$ cat config.mk
export PLATFORM = sky130hd
export DESIGN_NAME = fixed_multiply_module
export DESIGN_NICKNAME = d
export VERILOG_FILES = /design/src/rtl/fixed_multiply_module.sv
export SDC_FILE = /design/constraint.sdc
export NUM_CORES = 1
export LEC_CHECK = 0
export ABC_AREA = 1
export CORE_ASPECT_RATIO = 0.75
export CORE_MARGIN = 1
export CORE_UTILIZATION = 45
export DETAILED_ROUTE_END_ITERATION = 7
export SYNTH_ARGS = -nofsm -noshare
export SYNTH_HDL_FRONTEND = slang
export SYNTH_SLANG_ARGS = --single-unit
$ cat constraint.sdc
create_clock -name clock -period 11.4 [get_ports clock]
set_input_delay 2.28 -clock clock [delete_from_list [all_inputs] [get_ports clock]]
set_output_delay 2.28 -clock clock [all_outputs]
set_load 0.02 [all_outputs]
$ cat src/rtl/fixed_multiply_module.sv
// Sequential signed fixed-point multiplier: shift-and-add on magnitudes, then round and saturate.
// FIFO-style handshake: pops operands from an input FIFO and pushes the result to an output FIFO.
module fixed_multiply_module #(
    parameter int Q_BITS = 10,
    parameter int D_BITS = 32
) (
    input  logic              clock,
    input  logic              reset,
    input  logic [D_BITS-1:0] multiplicand,
    input  logic [D_BITS-1:0] multiplier,
    input  logic              in_empty,
    output logic              in_rd_en,
    output logic [D_BITS-1:0] product,
    output logic              out_wr_en,
    input  logic              out_full,
    output logic              overflow
);

    localparam int PW = 2 * D_BITS + 1;
    localparam int CW = $clog2(D_BITS) + 1;

    typedef enum logic [1:0] {IDLE, MUL, ROUND, WRITE} state_t;

    state_t            state;
    logic [D_BITS-1:0] m_reg;
    logic [D_BITS-1:0] q_reg;
    logic [D_BITS:0]   acc;
    logic [CW-1:0]     count;
    logic              sign;
    logic [D_BITS-1:0] result;

    logic [D_BITS-1:0] abs_a;
    logic [D_BITS-1:0] abs_b;
    logic [D_BITS:0]   acc_sum;
    logic [PW-1:0]     rounded;
    logic [PW-1:0]     limit;
    logic [PW-1:0]     sat;
    logic              ovf_c;
    logic [D_BITS-1:0] result_next;

    always_comb begin
        abs_a   = multiplicand[D_BITS-1] ? ('0 - multiplicand) : multiplicand;
        abs_b   = multiplier[D_BITS-1]   ? ('0 - multiplier)   : multiplier;
        acc_sum = acc + (q_reg[0] ? {1'b0, m_reg} : '0);

        // {acc, q_reg} is the full magnitude product once MUL completes
        rounded = ({acc, q_reg} + (PW'(1) << (Q_BITS - 1))) >> Q_BITS;
        limit   = sign ? (PW'(1) << (D_BITS - 1))
                       : ((PW'(1) << (D_BITS - 1)) - PW'(1));
        ovf_c   = rounded > limit;
        sat     = ovf_c ? limit : rounded;
        result_next = sign ? ('0 - sat[D_BITS-1:0]) : sat[D_BITS-1:0];

        in_rd_en  = (state == IDLE) && !in_empty;
        out_wr_en = (state == WRITE) && !out_full;
        product   = out_wr_en ? result : '0;
    end

    always_ff @(posedge clock or posedge reset) begin
        if (reset) begin
            state    <= IDLE;
            m_reg    <= '0;
            q_reg    <= '0;
            acc      <= '0;
            count    <= '0;
            sign     <= 1'b0;
            result   <= '0;
            overflow <= 1'b0;
        end else begin
            case (state)
                IDLE: begin
                    if (!in_empty) begin
                        m_reg <= abs_a;
                        q_reg <= abs_b;
                        sign  <= multiplicand[D_BITS-1] ^ multiplier[D_BITS-1];
                        acc   <= '0;
                        count <= '0;
                        state <= MUL;
                    end
                end
                MUL: begin
                    acc   <= {1'b0, acc_sum[D_BITS:1]};
                    q_reg <= {acc_sum[0], q_reg[D_BITS-1:1]};
                    count <= count + CW'(1);
                    if (count == CW'(D_BITS - 1)) state <= ROUND;
                end
                ROUND: begin
                    result   <= result_next;
                    overflow <= ovf_c;
                    state    <= WRITE;
                end
                WRITE: begin
                    if (!out_full) state <= IDLE;
                end
                default: state <= IDLE;
            endcase
        end
    end

endmodule

==> reports/metrics.yaml <==
outcome: "completed"
async_flop_share_pct: 100
yosys_most_used_dff: "dfrtp_1"
setup_viol: 0
grt_pass1_vias: 12300
cp-start-kind: "primary input"
synth_seq_cells: 138
clk_latency_ns: 0.45
worstPathRequired_ns: 9.12
endpoint: "product[29]"
drc: 0
syn_area_sq_um: 13300
routed_wl_mm: 42.4
cts_root_buf: "clkbuf_16"
synth_area_per_cell_sq_um: 6.41
via_per_inst: 5.39
final_max_slew_viol_count: 0
layout_commonest_cell: "nand2_1"
cp_max_fo: 32
tns_ns: 0
grtUsageMet1_pct: 43.8
busiest_layer: "met1"
max_freq_mhz: 153
synth_xor_area_share_pct: 4.60
timing.final.crit_share_pct: 57.2
timing.final.ws_setup_ns: 4.88
r2r_cells: 31
first_pass_iters: 5
cts_made_buffers: 17
grt_util_met3_pct: 7.96
synthSimpleGateAreaFrac_pct: 37.0
synth_compound_area_share_pct: 16.0
r2r_end: "result[18]"
io_buffers: 102
synth.net_count: 2221
hold_viol_final: 0
drt_iter0_markers: 1278
critPathLaunch: "out_full"
routabilityCongestion: 0.955
initial_core_util_pct: 45.8
synth.yosys.seq_area_share_pct: 25.9
post-place-ws_ns: 4.86
cts.htree.levels: 4
via_count: 13800
reg2reg_slack_ns: 5.46
synthAdderAreaFrac_pct: 7.00
synth_top_area_share_pct: 25.9
endpoint_kind: "primary output"
cts_tree: "done"
post-cts-setup-buffers: 0
fp-row-count: 54
num_io_pins: 103
die_w_um: 201
die_h_um: 151
clock-sinks: 138
min_path_type: "flop to flop"
diodes: 0
synth_edf_count: 0
ir_worst_vdd_v: 0.000131
clk_pin_slew_ns: 0.07
clk_path_buf_depth: 2
yosys-top-cells-area: "dfrtp_1 26%, nand2_1 15%, nor2_1 7.1%"
wl_per_cell_um: 16.6
synthToLayoutAreaGrowth_pct: 14.2
rsz0062_at_grt: "false"
dieArea_sq_um: 30300
ant_nets: 0
finalNetCount: 2290
leakage_nw: 7.28
syn_inst: 2079
core_sq_um: 29100
tightest_slew_ns: 1.04
critPathArrivalTime_ns: 4.24
overflow: 0
synth.largest_area_cell: "dfrtp_1"
antenna_found_initial: 0
synthMuxAreaShare_pct: 0
grt_pass1_wl_mm: 67.3
ctsHoldBuffers: 0
grt_max_degree: 78
synth_top_family_by_area: "simple AND/OR/NAND/NOR gates"
worst-setup-path-type: "primary input to primary output"
most-common-layout-cells: "530 x nand2_1, 250 x nor2_1, 246 x inv_1, 150 x o21ai_0, 137 x dfrtp_1"
grt_util_met2_pct: 38.6
fin_crit_ns: 6.52
layout-drive-gt1-share_pct: 6.76
dp_hpwl_mm: 33.7
slew_headroom_pct: 30.9
grt.total_usage_pct: 28.5
yosys_warnings: 0
yosysUniqueCellTypes: 55
drv_cap: 0
fin_skew_ns: 0.0108
cts_resized: 0
power_density_nw_per_um2: 238
regToRegStartpoint: "q_reg[10]"
## kinds of logic (layout without fill, tap and decap cells)
kind of cell | after synthesis | after routing
and+or+nand+nor | 1099 | 1099
AOI/OAI and AO/OA | 379 | 379
buffers and inverters | 319 | 400
DFF | 138 | 138
adders and majority gates | 74 | 74
xor gates and xnor gates | 70 | 70
## stage by stage
step                utilization (%)  hold slack [ns]  std cells  area (sq um)  power (mW)
global route                   52.3            0.500       2552         15200        3.97
floorplan                         -            0.444       2079         13300        2.47
global placement               50.3            0.461       2521         14600        2.98
CTS                            52.3            0.479       2552         15200        3.62
detailed placement             50.3            0.460       2521         14600        3.02
finish                         52.3            0.475       2552         15200        3.62
## area by class of cell
type,count,area (sq um)
Fill cell,3086,13900
Multi-Input combinational cell,1622,8630
Sequential cell,138,3450
Timing Repair Buffer,113,1100
Inverter,256,966
Tap cell,392,490
Clock buffer,17,425
Clock inverter,14,161
## routing by layer
metal	up-vias	routed length (um)
li1	6995	-
met1	6299	22100
met2	432	16200
met3	41	3470
met4	0	592
met5	-	0
## cells in the mapped netlist, types with 23 or more instances
| library cell | number |
|---|---|
| ha_1 | 73 |
| nand3_2 | 23 |
| a21oi_1 | 112 |
| nor3_1 | 40 |
| nand2_1 | 530 |
| nand3_1 | 127 |
| inv_1 | 247 |
| nand4_1 | 41 |
| nor2_1 | 251 |
| o21ai_0 | 150 |
| o211ai_1 | 35 |
| nor2_2 | 26 |
| dfrtp_1 | 138 |
| xor2_1 | 59 |
| clkbuf_1 | 46 |
## how the worst min path moves through the flow
stage                         from       end  slack [ns]  cells past startpoint
after floorplan           q_reg[3]  q_reg[3]        0.44                      2
after global placement    q_reg[3]  q_reg[3]        0.46                      2
after detailed placement  q_reg[3]  q_reg[3]        0.46                      2
after CTS                 q_reg[3]  q_reg[3]        0.48                      2
after global routing      q_reg[3]  q_reg[3]        0.50                      2
final                     q_reg[3]  q_reg[3]        0.47                      2
## report_power, final
group | internal [mW] | switching [mW]
Sequential | 0.707 | 0.210
Clock | 0.326 | 0.251
Combinational | 0.707 | 1.42
## critical path, cell delays in order
cell and delay (ns):
clkdlybuf4s50_1 0.48, nor2_1 0.06, inv_1 0.72, nor2_1 0.10, clkdlybuf4s50_1 0.58
Power figures use the tool's default switching activity.
